--- src/rtl/wb_regfile_pkg.sv ---
// Shared types and constants for the writeback register file and its producer stage.
package wb_regfile_pkg;

    localparam int unsigned REG_NUM_DEFAULT = 32;
    localparam logic [31:0] ZERO_WORD       = '0;
    localparam logic [63:0] ZERO_DWORD      = '0;

    typedef logic [4:0] RegAddr_t;

    typedef struct packed {
        logic        we;
        RegAddr_t    waddr;
        logic [31:0] wdata;
    } RegWriteReq_t;

    typedef struct packed {
        logic        we;
        logic [63:0] hilo;
    } HiloWriteReq_t;

    // A GPR write only counts as an architectural commit when it targets a real register.
    function automatic logic is_commit(RegWriteReq_t req);
        return req.we && (req.waddr != '0);
    endfunction

endpackage

--- src/rtl/wb_regfile_trace.sv ---
// Registered commit trace: last committed GPR index/value plus a running commit count.
module regfile_trace
    import wb_regfile_pkg::*;
(
    input  logic        clk,
    input  logic        rst_n,
    input  logic        commit_i,
    input  RegAddr_t    waddr_i,
    input  logic [31:0] wdata_i,
    output logic        valid_o,
    output RegAddr_t    waddr_o,
    output logic [31:0] wdata_o,
    output logic [31:0] count_o
);

    logic        valid_q, valid_d;
    RegAddr_t    waddr_q, waddr_d;
    logic [31:0] wdata_q, wdata_d;
    logic [31:0] count_q, count_d;

    always_comb begin
        valid_d = commit_i;
        waddr_d = waddr_q;
        wdata_d = wdata_q;
        count_d = count_q;
        if (commit_i) begin
            waddr_d = waddr_i;
            wdata_d = wdata_i;
            count_d = count_q + 32'd1;
        end
    end

    always_ff @(posedge clk or negedge rst_n) begin
        if (!rst_n) begin
            valid_q <= 1'b0;
            waddr_q <= '0;
            wdata_q <= ZERO_WORD;
            count_q <= ZERO_WORD;
        end else begin
            valid_q <= valid_d;
            waddr_q <= waddr_d;
            wdata_q <= wdata_d;
            count_q <= count_d;
        end
    end

    assign valid_o = valid_q;
    assign waddr_o = waddr_q;
    assign wdata_o = wdata_q;
    assign count_o = count_q;

endmodule

--- src/rtl/wb_regfile.sv ---
// Architectural GPR file (r0 = 0) plus HI/LO, with same-cycle write bypass and commit trace.
module wb_regfile
    import wb_regfile_pkg::*;
#(
    parameter int unsigned REG_NUM  = REG_NUM_DEFAULT,
    parameter bit          TRACE_EN = 1'b1
) (
    input  logic          clk,
    input  logic          rst_n,
    input  RegWriteReq_t  wb_reg_wr,
    input  HiloWriteReq_t wb_hilo_wr,
    input  RegAddr_t      raddr1,
    input  RegAddr_t      raddr2,
    output logic [31:0]   rdata1,
    output logic [31:0]   rdata2,
    output logic [63:0]   hilo_rdata,
    output logic          trace_valid,
    output RegAddr_t      trace_waddr,
    output logic [31:0]   trace_wdata,
    output logic [31:0]   trace_count
);

    logic [31:0] gpr_q [REG_NUM];
    logic [63:0] hilo_q, hilo_d;
    logic        gpr_we;

    assign gpr_we = is_commit(wb_reg_wr);

    always_ff @(posedge clk or negedge rst_n) begin
        if (!rst_n) begin
            for (int unsigned i = 0; i < REG_NUM; i++) begin
                gpr_q[i] <= ZERO_WORD;
            end
        end else if (gpr_we) begin
            gpr_q[wb_reg_wr.waddr] <= wb_reg_wr.wdata;
        end
    end

    assign hilo_d = wb_hilo_wr.we ? wb_hilo_wr.hilo : hilo_q;

    always_ff @(posedge clk or negedge rst_n) begin
        if (!rst_n) begin
            hilo_q <= ZERO_DWORD;
        end else begin
            hilo_q <= hilo_d;
        end
    end

    // gpr_we already excludes r0, so it doubles as the bypass qualifier for nonzero read addresses.
    always_comb begin
        rdata1 = ZERO_WORD;
        if (raddr1 != '0) begin
            rdata1 = (gpr_we && (wb_reg_wr.waddr == raddr1)) ? wb_reg_wr.wdata : gpr_q[raddr1];
        end
    end

    always_comb begin
        rdata2 = ZERO_WORD;
        if (raddr2 != '0) begin
            rdata2 = (gpr_we && (wb_reg_wr.waddr == raddr2)) ? wb_reg_wr.wdata : gpr_q[raddr2];
        end
    end

    assign hilo_rdata = hilo_d;

    generate
        if (TRACE_EN) begin : gen_trace
            regfile_trace u_trace (
                .clk      (clk),
                .rst_n    (rst_n),
                .commit_i (gpr_we),
                .waddr_i  (wb_reg_wr.waddr),
                .wdata_i  (wb_reg_wr.wdata),
                .valid_o  (trace_valid),
                .waddr_o  (trace_waddr),
                .wdata_o  (trace_wdata),
                .count_o  (trace_count)
            );
        end else begin : gen_no_trace
            assign trace_valid = 1'b0;
            assign trace_waddr = '0;
            assign trace_wdata = ZERO_WORD;
            assign trace_count = ZERO_WORD;
        end
    endgenerate

endmodule

--- config.mk ---
export PLATFORM = sky130hd
export DESIGN_NAME = wb_regfile
export DESIGN_NICKNAME = d
export VERILOG_FILES = /design/src/rtl/wb_regfile_pkg.sv /design/src/rtl/wb_regfile_trace.sv /design/src/rtl/wb_regfile.sv
export SDC_FILE = /design/constraint.sdc
export NUM_CORES = 2
export LEC_CHECK = 0
export BUFFER_PORTS_ARGS = -buffer_cell sky130_fd_sc_hd__buf_2
export CAP_MARGIN = 20
export CORE_MARGIN = 4
export CORE_UTILIZATION = 40
export CTS_BUF_LIST = sky130_fd_sc_hd__clkbuf_8
export CTS_CLUSTER_SIZE = 12
export DETAILED_ROUTE_END_ITERATION = 10
export PLACE_DENSITY_LB_ADDON = 0.08
export SLEW_MARGIN = 10
export SYNTH_ARGS = -nofsm -noshare
export SYNTH_HDL_FRONTEND = slang
export SYNTH_HIERARCHICAL = 1
export SYNTH_SLANG_ARGS = --single-unit
export TNS_END_PERCENT = 20
--- constraint.sdc ---
create_clock -name clk -period 3.4 [get_ports clk]
set_input_delay 0.34 -clock clk [delete_from_list [all_inputs] [get_ports clk]]
set_output_delay 0.34 -clock clk [all_outputs]
set_load 0.1 [all_outputs]
==> results.json <==
{
  "vias_per_cell": 6.12,
  "reg2reg_depth": 5,
  "async_flop_share_pct": 100,
  "grt_pass1_vias": 43600,
  "die-area_um2": 158000,
  "powerDensity_nw_per_um2": 587,
  "setup_viol": 0,
  "layout_min_cycle_time_ps": 3390,
  "min_from": "wb_reg_wr[37]",
  "wl_per_cell_um": 33.1,
  "synth_edf_count": 0,
  "finalCritPeriodShare_pct": 99.8,
  "synth_area_leaders": "dfrtp_1 (48%), mux2_2 (21%), mux4_2 (13%), mux2i_1 (4.2%), clkbuf_1 (1.5%)",
  "skew_ps": 19.1,
  "synth_compound_area_share_pct": 5.21,
  "start_kind": "input pin",
  "place_hpwl_um": 142000,
  "vdd_ir_drop_max_mv": 0.394,
  "grt_antenna_before_repair": 7,
  "hold_violations": 0,
  "pwr-share-clk_pct": 32.1,
  "syn_nets": 4399,
  "seq_power_share_pct": 42.4,
  "synth_top_area_cell": "dfrtp_1",
  "synth_common_cells": "dfrtp_1 (1158), mux2_2 (1143), mux4_2 (339)",
  "yosysWarnings": 6,
  "worstSetupEndpointType": "output port",
  "clkSlewWorstSetupHoldPaths_ps": 60,
  "synth_most_common_cell": "dfrtp_1",
  "drt_iter0_markers": 3842,
  "required_ps": 3060,
  "rows": 142,
  "port_buffers": 312,
  "core_um2": 150000,
  "cts_max_path_buffers": 3,
  "timing.rr.start": "gen_trace.u_trace/count_o[0]",
  "swShare_pct": 32.4,
  "area_delta_synth_final_pct": 19.4,
  "whs_endpoint": "gen_trace.u_trace/valid_o",
  "pwr-share-comb_pct": 25.5,
  "rr_endpoint": "gen_trace.u_trace/count_o[16]",
  "cp_max_fo": 21,
  "cts.sinks": 1158,
  "syn_area_per_cell_um2": 14.2,
  "clock.fmax_ghz": 0.295,
  "nFillCells": 13300,
  "outcome": "complete, no violations",
  "firstDrtPassIters": 7,
  "p_sw_w": 0.0138,
  "slew_headroom_pct": 22.2,
  "synth_top_family_by_area": "multiplexers",
  "fin_setup_tns_ps": 0,
  "netlist.area_leader.share_pct": 47.6,
  "nets": 4890,
  "p_int_w": 0.0288,
  "drv_slew": 0,
  "vias": 42600,
  "timing_worst_setup_path_type": "input pin to output port",
  "grt_pass1_wl_um": 329000,
  "yosys-mux-area-fraction_pct": 39.1,
  "pin_count": 313,
  "synthAdderAreaFrac_pct": 0.0206,
  "holdPathStages": 3,
  "htreeDepth": 4,
  "grt_usage_pct": 28.9,
  "hold_class": "input pin to register",
  "worst_pin_slew_ps": 1170,
  "layout-drive-gt1-share_pct": 51.5,
  "die_y_um": 398,
  "ys_seq_area_share_pct": 47.6,
  "drc": 0,
  "synth-simple-area-share_pct": 3.45,
  "holdWs_ps": 83.8,
  "rsz0062_at_grt": "true",
  "synth-seq-cells": 1158,
  "synthFlopType": "dfrtp_1",
  "drtAntennaViolNets": 0,
  "synth_xor_area_share_pct": 0.590,
  "start_util_pct": 40.4,
  "leakagePower_nw": 32.6,
  "synth_area_um2": 60900,
  "clk_latency_ps": 920,
  "numCtsBuffers": 211,
  "grt_max_degree": 117,
  "cts_tree": "built",
  "die_x_um": 398,
  "arrival_ps": 3050,
  "rrSetupSlack_ps": 1520,
  "root_buffer": "clkbuf_8",
  "wl_um": 230000,
  "overflow": 0,
  "place.gp.congestion": 0.808,
  "syn_inst": 4283,
  "drv_cap": 0,
  "synth_cell_type_count": 76
}
## power groups by stage
| stage | registers (W) | logic (W) | clock network, W |
|---|---|---|---|
| final | 0.0181 | 0.0109 | 0.0137 |
| after global routing | 0.0184 | 0.0115 | 0.0147 |
| after CTS | 0.0180 | 0.0109 | 0.0140 |
| after detailed placement | 0.0183 | 0.0107 | 0 |
| after global placement | 0.0182 | 0.0106 | 0 |
| after floorplan | 0.0183 | 0.00726 | 0 |
## flip-flops by register name, summed over array words and instances, names as in the netlist
register and cells:
hilo_q 64, gen_trace.u_trace/valid_o 1, gen_trace.u_trace/waddr_o 5, gen_trace.u_trace/wdata_o 32, gpr_q 1024, gen_trace.u_trace/count_o 32
## metal layers
metal	routed length [um]	global-route usage [%]	up-vias
met1	104000	42.1	23000
met3	17200	5.89	376
met5	0	0	-
met2	102000	43.6	1754
li1	-	-	17500
met4	6740	8.33	0
## metrics by stage
| step | utilization, % | worst slack (ps) | total power, W | area, um^2 | instances |
|---|---|---|---|---|---|
| detailed placement | 44.7 | -492 | 0.0290 | 67200 | 6488 |
| finish | 48.3 | 6.88 | 0.0426 | 72700 | 6963 |
| CTS | 48.3 | -48.8 | 0.0430 | 72600 | 6957 |
| floorplan | - | -744 | 0.0255 | 60900 | 4283 |
| global placement | 44.7 | -581 | 0.0288 | 67200 | 6486 |
| global route | 48.3 | -86.1 | 0.0446 | 72700 | 6961 |
## cells by family (layout without fill, tap and decap cells)
kind of cell | Yosys count | in the layout
xor+xnor | 41 | 41
mux | 1764 | 1764
simple gates | 410 | 410
buf+inv | 470 | 1128
compound gates | 439 | 439
fa+ha+maj | 1 | 1
other cells | 0 | 6
flops | 1158 | 1158
## worst max-delay path by stage
stage / start / endpoint / slack, ps / cells past startpoint
floorplan: raddr1[0] / rdata1[9] / -740 / 9
global placement: wb_reg_wr[35] / rdata2[2] / -580 / 9
detailed placement: wb_reg_wr[35] / rdata2[2] / -490 / 9
CTS: gpr_q[16] / rdata1[16] / -50 / 7
global route: gpr_q[0] / rdata1[0] / -90 / 7
finish: wb_reg_wr[35] / rdata2[9] / 7 / 11
## worst max-delay path, cell delays in order
cell	delay (ps)
buf_2	180
nor3_2	310
a21boi_4	90
buf_4	250
nand4_1	220
buf_4	300
buf_4	520
nor2_1	100
a211oi_2	320
buf_4	220
buf_12	180
## cell type report
| class | instances | area (um^2) | share of cell area (%) |
|---|---|---|---|
| antenna | 6 | 15.0 | 0.0207 |
| clock buffer | 277 | 3810 | 5.25 |
| clock inverter | 103 | 533 | 0.733 |
| inverter | 14 | 52.6 | 0.0723 |
| multi-input combinational | 2655 | 30000 | 41.2 |
| sequential | 1158 | 29000 | 39.9 |
| tap | 2016 | 2520 | 3.47 |
| timing repair buffer | 734 | 6810 | 9.37 |
## repair_timing
item,4_1_cts,5_1_grt
resized for setup,43,3
pin swaps,8,3
cloned,0,0
endpoints found under the hold margin,304,0
buffers inserted,8,0
endpoints found under the setup margin,26,13
hold buffers,81,0
## cells in the final DEF, fill, tap and decap left out, types with 7 or more instances in the layout
| master | count |
|---|---|
| nand4_1 | 13 |
| buf_4 | 259 |
| nand2b_1 | 11 |
| nand2_4 | 16 |
| clkbuf_8 | 279 |
| a311oi_1 | 7 |
| xnor2_1 | 22 |
| clkinvlp_4 | 7 |
| xor2_1 | 18 |
| nor4_2 | 7 |
| nor2_4 | 17 |
| nor2b_1 | 13 |
| inv_1 | 87 |
| nor3b_1 | 9 |
| mux2_2 | 1143 |
| o22ai_1 | 86 |
| a211o_1 | 11 |
| a21oi_1 | 46 |
| nor2_1 | 93 |
| dlygate4sd3_1 | 81 |
| dfrtp_1 | 1158 |
| a221oi_1 | 49 |
| nor4_1 | 16 |
| a221o_1 | 33 |
| mux4_1 | 26 |
| nand2_1 | 66 |
| clkinv_2 | 15 |
| o2111ai_1 | 9 |
| buf_6 | 8 |
| nand3_1 | 21 |
| a211oi_2 | 11 |
| nor3_1 | 69 |
| buf_2 | 249 |
| a211oi_1 | 23 |
| o211ai_1 | 13 |
| buf_12 | 133 |
| o21ai_0 | 54 |
| mux4_2 | 342 |
| a22oi_1 | 53 |
| mux2i_1 | 251 |
(Power assumes the default switching activity.)
